$ cat config.mk
export PLATFORM = sky130hd
export DESIGN_NAME = serial_sub_ctrl_flat
export DESIGN_NICKNAME = d
export VERILOG_FILES = /design/src/rtl/serial_sub_ctrl_if.sv /design/src/rtl/serial_sub_ctrl.sv /design/src/flat_wrapper.sv
export SDC_FILE = /design/constraint.sdc
export NUM_CORES = 1
export LEC_CHECK = 0
export ABC_AREA = 0
export ABC_CLOCK_PERIOD_IN_PS = 1400
export CORE_MARGIN = 3
export CORE_UTILIZATION = 46
export CTS_CLUSTER_SIZE = 16
export DETAILED_ROUTE_END_ITERATION = 8
export PLACE_DENSITY = 0.74
export SETUP_SLACK_MARGIN = 0.15
export SLEW_MARGIN = 25
export SYNTH_ARGS = -nofsm -noshare
export SYNTH_HDL_FRONTEND = slang
export SYNTH_SLANG_ARGS = --single-unit
$ cat constraint.sdc
create_clock -name clk -period 1.4 [get_ports clk]
set_clock_uncertainty 0.05 [all_clocks]
set_input_delay 0.28 -clock clk [delete_from_list [all_inputs] [get_ports clk]]
set_output_delay 0.28 -clock clk [all_outputs]
set_load 0.05 [all_outputs]
$ cat src/rtl/serial_sub_ctrl_if.sv
// Requester <-> bit-serial subtract controller handshake and operand/result bus.
// ovf exists only when SERIAL_SUB_OVF_EN is defined.
interface serial_sub_ctrl_if #(
    parameter int WIDTH = 8
);
    logic             start;
    logic [WIDTH-1:0] a;
    logic [WIDTH-1:0] b;
    logic             busy;
    logic             done;
    logic [WIDTH-1:0] diff;
    logic             bout;
`ifdef SERIAL_SUB_OVF_EN
    logic             ovf;
`endif

    modport master (
        output start, a, b,
        input  busy, done, diff, bout
`ifdef SERIAL_SUB_OVF_EN
        , input ovf
`endif
    );

    modport slave (
        input  start, a, b,
        output busy, done, diff, bout
`ifdef SERIAL_SUB_OVF_EN
        , output ovf
`endif
    );
endinterface

$ cat src/rtl/serial_sub_ctrl.sv
// Bit-serial subtract controller: runs one full-subtractor cell LSB-first over WIDTH cycles.
// Optional signed-overflow flag enabled by defining SERIAL_SUB_OVF_EN.
module serial_sub_ctrl #(
    parameter int WIDTH = 8
) (
    input logic              clk,
    input logic              rst,
    serial_sub_ctrl_if.slave sif
);
    localparam int CNT_W = $clog2(WIDTH) + 1;

    localparam logic [1:0] ST_IDLE = 2'd0;
    localparam logic [1:0] ST_RUN  = 2'd1;
    localparam logic [1:0] ST_DONE = 2'd2;

    logic [1:0]       r_state;
    logic [WIDTH-1:0] r_sa;
    logic [WIDTH-1:0] r_sb;
    logic [WIDTH-1:0] r_res;
    logic             r_br;
    logic [CNT_W-1:0] r_cnt;
    logic             r_busy;
    logic             r_done;
    logic [WIDTH-1:0] r_diff;
    logic             r_bout;
`ifdef SERIAL_SUB_OVF_EN
    logic             r_a_msb;
    logic             r_b_msb;
    logic             r_ovf;
`endif

    logic [1:0]       w_state_next;
    logic             w_idle_or_done;
    logic             w_last;
    logic             w_d;
    logic             w_br_next;
    logic [WIDTH-1:0] w_res_next;

    // Shared one-bit full-subtractor cell.
    assign w_d        = r_sa[0] ^ r_sb[0] ^ r_br;
    assign w_br_next  = (~r_sa[0] & r_sb[0]) | (~(r_sa[0] ^ r_sb[0]) & r_br);
    assign w_res_next = {w_d, r_res[WIDTH-1:1]};

    assign w_idle_or_done = (r_state == ST_IDLE) || (r_state == ST_DONE);
    assign w_last         = (r_cnt == CNT_W'(WIDTH - 1));

    // NOTE: every output of a combinational block gets a default first, so no path can infer a latch.
    always_comb begin
        w_state_next = r_state;
        case (r_state)
            ST_IDLE: if (sif.start) w_state_next = ST_RUN;
            ST_RUN:  if (w_last)    w_state_next = ST_DONE;
            ST_DONE: w_state_next = sif.start ? ST_RUN : ST_IDLE;
            default: w_state_next = ST_IDLE;
        endcase
    end

    // NOTE: sequential state uses non-blocking assignments so every flop samples pre-edge values.
    always_ff @(posedge clk) begin
        if (rst) begin
            r_state <= ST_IDLE;
            r_sa    <= '0;
            r_sb    <= '0;
            r_res   <= '0;
            r_br    <= 1'b0;
            r_cnt   <= '0;
            r_busy  <= 1'b0;
            r_done  <= 1'b0;
            r_diff  <= '0;
            r_bout  <= 1'b0;
`ifdef SERIAL_SUB_OVF_EN
            r_a_msb <= 1'b0;
            r_b_msb <= 1'b0;
            r_ovf   <= 1'b0;
`endif
        end else begin
            r_state <= w_state_next;
            if (w_idle_or_done) begin
                r_done <= 1'b0;
                if (sif.start) begin
                    r_sa    <= sif.a;
                    r_sb    <= sif.b;
                    r_res   <= '0;
                    r_br    <= 1'b0;
                    r_cnt   <= '0;
                    r_busy  <= 1'b1;
`ifdef SERIAL_SUB_OVF_EN
                    r_a_msb <= sif.a[WIDTH-1];
                    r_b_msb <= sif.b[WIDTH-1];
`endif
                end
            end else if (r_state == ST_RUN) begin
                r_sa  <= r_sa >> 1;
                r_sb  <= r_sb >> 1;
                r_res <= w_res_next;
                r_br  <= w_br_next;
                r_cnt <= r_cnt + CNT_W'(1);
                if (w_last) begin
                    // Result registers only update here, so they hold steady through RUN.
                    r_diff <= w_res_next;
                    r_bout <= w_br_next;
                    r_busy <= 1'b0;
                    r_done <= 1'b1;
`ifdef SERIAL_SUB_OVF_EN
                    r_ovf  <= (r_a_msb != r_b_msb) && (w_res_next[WIDTH-1] != r_a_msb);
`endif
                end
            end else begin
                r_busy <= 1'b0;
                r_done <= 1'b0;
            end
        end
    end

    assign sif.busy = r_busy;
    assign sif.done = r_done;
    assign sif.diff = r_diff;
    assign sif.bout = r_bout;
`ifdef SERIAL_SUB_OVF_EN
    assign sif.ovf  = r_ovf;
`endif
endmodule

$ cat src/flat_wrapper.sv
// flat-port wrapper written by rule: the top's interface ports become plain ports
module serial_sub_ctrl_flat 
#(
    parameter int WIDTH = 8
)
  (clk, rst, sif_start, sif_a, sif_b, sif_busy, sif_done, sif_diff, sif_bout);
  serial_sub_ctrl_if #(.WIDTH(WIDTH)) sif_i ();
  input logic clk;
  input logic rst;
  input wire logic [$bits(sif_i.start)-1:0] sif_start;
  input wire logic [$bits(sif_i.a)-1:0] sif_a;
  input wire logic [$bits(sif_i.b)-1:0] sif_b;
  output wire logic [$bits(sif_i.busy)-1:0] sif_busy;
  output wire logic [$bits(sif_i.done)-1:0] sif_done;
  output wire logic [$bits(sif_i.diff)-1:0] sif_diff;
  output wire logic [$bits(sif_i.bout)-1:0] sif_bout;
  assign sif_i.start = sif_start;
  assign sif_i.a = sif_a;
  assign sif_i.b = sif_b;
  assign sif_busy = sif_i.busy;
  assign sif_done = sif_i.done;
  assign sif_diff = sif_i.diff;
  assign sif_bout = sif_i.bout;
  serial_sub_ctrl #(.WIDTH(WIDTH)) u_core (.clk(clk), .rst(rst), .sif(sif_i));
endmodule
==> results.sh <==
export IMPL_drt_iter0_markers=88
export IMPL_cts_max_level=2
export IMPL_coreArea_um2=3470
export IMPL_dr_pass1_iters=4
export IMPL_dieArea_um2=4530
export IMPL_setup_viol=0
export IMPL_synth_seq_cells=41
export IMPL_cts_buffers=5
export IMPL_grt_use_total=0.226
export IMPL_drv_cap=0
export IMPL_io_buffers=29
export IMPL_routedWlPerCell_um=19.2
export IMPL_grt_pass1_vias=1632
export IMPL_hold_worst_slack_ns=0.435
export IMPL_nets=244
export IMPL_layout_min_cycle_time_ns=1.36
export IMPL_critical_path_class="reg -> reg"
export IMPL_drive_gt1_frac=0.375
export IMPL_ys_warn_count=0
export IMPL_synthTopCellsByArea="dfxtp_1, mux2i_1, nor3_1"
export IMPL_rr_endpoint="u_core.r_res[7]$_SDFFE_PP0P_"
export IMPL_cts_hold_fix_buffers=0
export IMPL_initial_utilization=0.499
export IMPL_p_leak_nw=0.973
export IMPL_drc=0
export IMPL_regToRegSetupSlack_ns=0.04
export IMPL_crit_path_start_kind="flip-flop"
export IMPL_die_w_um=67.3
export IMPL_overflow=0
export IMPL_insertion_delay_ns=0.29
export IMPL_total_power_mw=2.77
export IMPL_fin_crit_sh=0.971
export IMPL_drtAntennaViolNets=0
export IMPL_synthCells=174
export IMPL_routabilityCongestion=0.784
export IMPL_rows=21
export IMPL_synth_nets=195
export IMPL_tns_ns=0
export IMPL_cp_required_ns=1.53
export IMPL_cts_tree="done"
export IMPL_synth_edff_count=0
export IMPL_max_slew_worst_pin_slew_ns=0.355
export IMPL_critPathMaxFanout=9
export IMPL_via_per_inst=5.86
export IMPL_fmax_ghz=0.735
export IMPL_ir_drop_uv=711
export IMPL_hold_violations=0
export IMPL_dpl_cell_count=254
export IMPL_grt_max_degree=22
export IMPL_critPathArrivalTime_ns=1.49
export IMPL_path_clk_slew_ns=0.08
export IMPL_holdPathStages=2
export IMPL_synth_top_area_cell="dfxtp_1"
export IMPL_maxSlewViolCount=0
export IMPL_hp_start="u_core.r_sb[7]$_SDFFE_PP0P_"
export IMPL_grt_pass1_wl_um=7640
export IMPL_p_per_area_nw_per_um2=1050
export IMPL_ios=30
export IMPL_synth_cell_area_um2=1730
export IMPL_cts_root_buf="clkbuf_8"
export IMPL_stdcell_count=270
export IMPL_vias=1581
export IMPL_cts_sinks=41
export IMPL_antenna_found_initial=0
export IMPL_wl_um=5180
export IMPL_maxSlewHeadroom=0.763
export IMPL_rsz0062_at_grt="true"
export IMPL_areaGrowthSynthToFinish_pct=53.3
export IMPL_synth_top_area_share=0.475
export IMPL_synth_cell_type_count=30
export IMPL_hpwl_um=3070
export IMPL_syn_area_per_cell_um2=9.94
export IMPL_cts_max_path_buffers=2
export IMPL_ys_flop_type="dfxtp_1"
export IMPL_whs_endpoint="u_core.r_sb[7]$_SDFFE_PP0P_"
export IMPL_status="complete, no violations"
export IMPL_holdCritPathClass="reg -> reg"
export IMPL_reg2reg_from="u_core.r_state[1]$_SDFFE_PP0P_"
export IMPL_r2r_cells=4
export IMPL_die_y_um=67.3
export IMPL_async_reset_ff_frac=0
export IMPL_endpoint_kind="flip-flop"
export IMPL_synth_seq_area_share=0.475
export IMPL_n_antenna_cell=0
## worst max-delay path by stage
stage	slack (ns)	startpoint	end
2_1_floorplan	0.16	u_core.r_cnt[0]$_SDFFE_PP0P_	u_core.sif.bout$_SDFFE_PP0P_
3_3_place_gp	-0.16	sif_start	u_core.r_res[1]$_SDFFE_PP0P_
3_5_place_dp	-0.23	sif_start	u_core.r_res[1]$_SDFFE_PP0P_
4_1_cts	0.08	u_core.r_br$_SDFFE_PP0P_	u_core.sif.diff[7]$_SDFFE_PP0P_
5_1_grt	0.007	u_core.r_state[0]$_SDFFE_PP0P_	u_core.r_sb[0]$_SDFFE_PP0P_
6_report	0.04	u_core.r_state[1]$_SDFFE_PP0P_	u_core.r_res[7]$_SDFFE_PP0P_
## report_power, final
group	leakage, nW	total [mW]	internal, mW	switching [mW]
registers	0.338	1.28	1.23	0.0506
logic	0.577	0.507	0.260	0.247
clock network	0.0585	0.988	0.581	0.407
total	0.973	2.77	2.07	0.705
## cell usage in the layout (no fill, tap or decap), types with 2 or more instances in the layout
cell	instances
dfxtp_4	2
a211oi_2	9
nor3_1	13
o21ai_1	8
clkbuf_8	6
mux2i_1	14
buf_6	7
dfxtp_2	4
dfxtp_1	35
nand3_1	8
nand2_1	5
nand2b_1	2
nor2_1	7
nor3_2	3
buf_12	13
a211oi_1	6
a21oi_2	7
buf_8	2
a21oi_1	8
buf_4	15
nand2b_4	3
a22o_1	8
nand3_4	2
clkdlybuf4s50_1	16
## critical path: stages (launching register included)
cell and delay (ns):
dfxtp_2 0.36, and2b_4 0.37, nor3_4 0.06, buf_12 0.15, a22o_1 0.25
## registers in the layout, summed over array words and instances (netlist names)
signal,cells
u_core.r_cnt,4
u_core.sif.done,1
u_core.r_sa,8
u_core.sif.busy,1
u_core.sif.diff,8
u_core.sif.bout,1
u_core.r_state,2
u_core.r_res,7
u_core.r_sb,8
u_core.r_br,1
## synthesized netlist by cell type, types with 6 or more instances
cell type   n
a211oi_1    9
a211oi_2    6
a21oi_1    15
a22o_1      8
dfxtp_1    41
mux2i_1    14
nand3_1    10
nor2_1      8
nor3_1     16
o21ai_1     8
## per-layer routing
layer / global-route usage / share of wire / vias to the layer above
met2: 0.393 / 0.53 / 54
met1: 0.254 / 0.38 / 771
met4: 0.101 / 0.031 / 0
met5: 0 / 0 / -
li1: - / - / 734
met3: 0.0682 / 0.054 / 22
## stage by stage
| step | utilization | instance area (µm²) | setup slack [ns] |
|---|---|---|---|
| final | 0.764 | 2650 | 0.0401 |
| after global routing | 0.764 | 2650 | 0.00736 |
| after CTS | 0.720 | 2500 | 0.0830 |
| after detailed placement | 0.652 | 2260 | -0.226 |
| after global placement | 0.652 | 2260 | -0.162 |
| after floorplan | - | 1740 | 0.157 |
## cell type report
| class | count | area (µm²) |
|---|---|---|
| multi-input combinational | 117 | 947 |
| sequential | 41 | 833 |
| fill | 232 | 818 |
| timing repair buffer | 56 | 688 |
| clock buffer | 7 | 86.3 |
| tap | 46 | 57.6 |
| clock inverter | 1 | 30.0 |
| inverter | 2 | 7.51 |
## what timing repair did
action                     CTS  global route
gates resized for setup     23            26
setup buffers                6             1
gates cloned                 0             1
pin swaps                    7            12
setup endpoints to repair   38            37
## cell families after synthesis
| kind of cell | Yosys count | synth area share |
|---|---|---|
| buffers and inverters | 16 | 0.0535 |
| multiplexers | 15 | 0.0876 |
| AO/OA/AOI/OAI | 50 | 0.211 |
| adder cells (fa/ha/maj) | 2 | 0.0188 |
| AND/OR/NAND/NOR | 50 | 0.155 |
| flip-flops | 41 | 0.475 |
No activity file was read; power rests on OpenSTA's default activity.
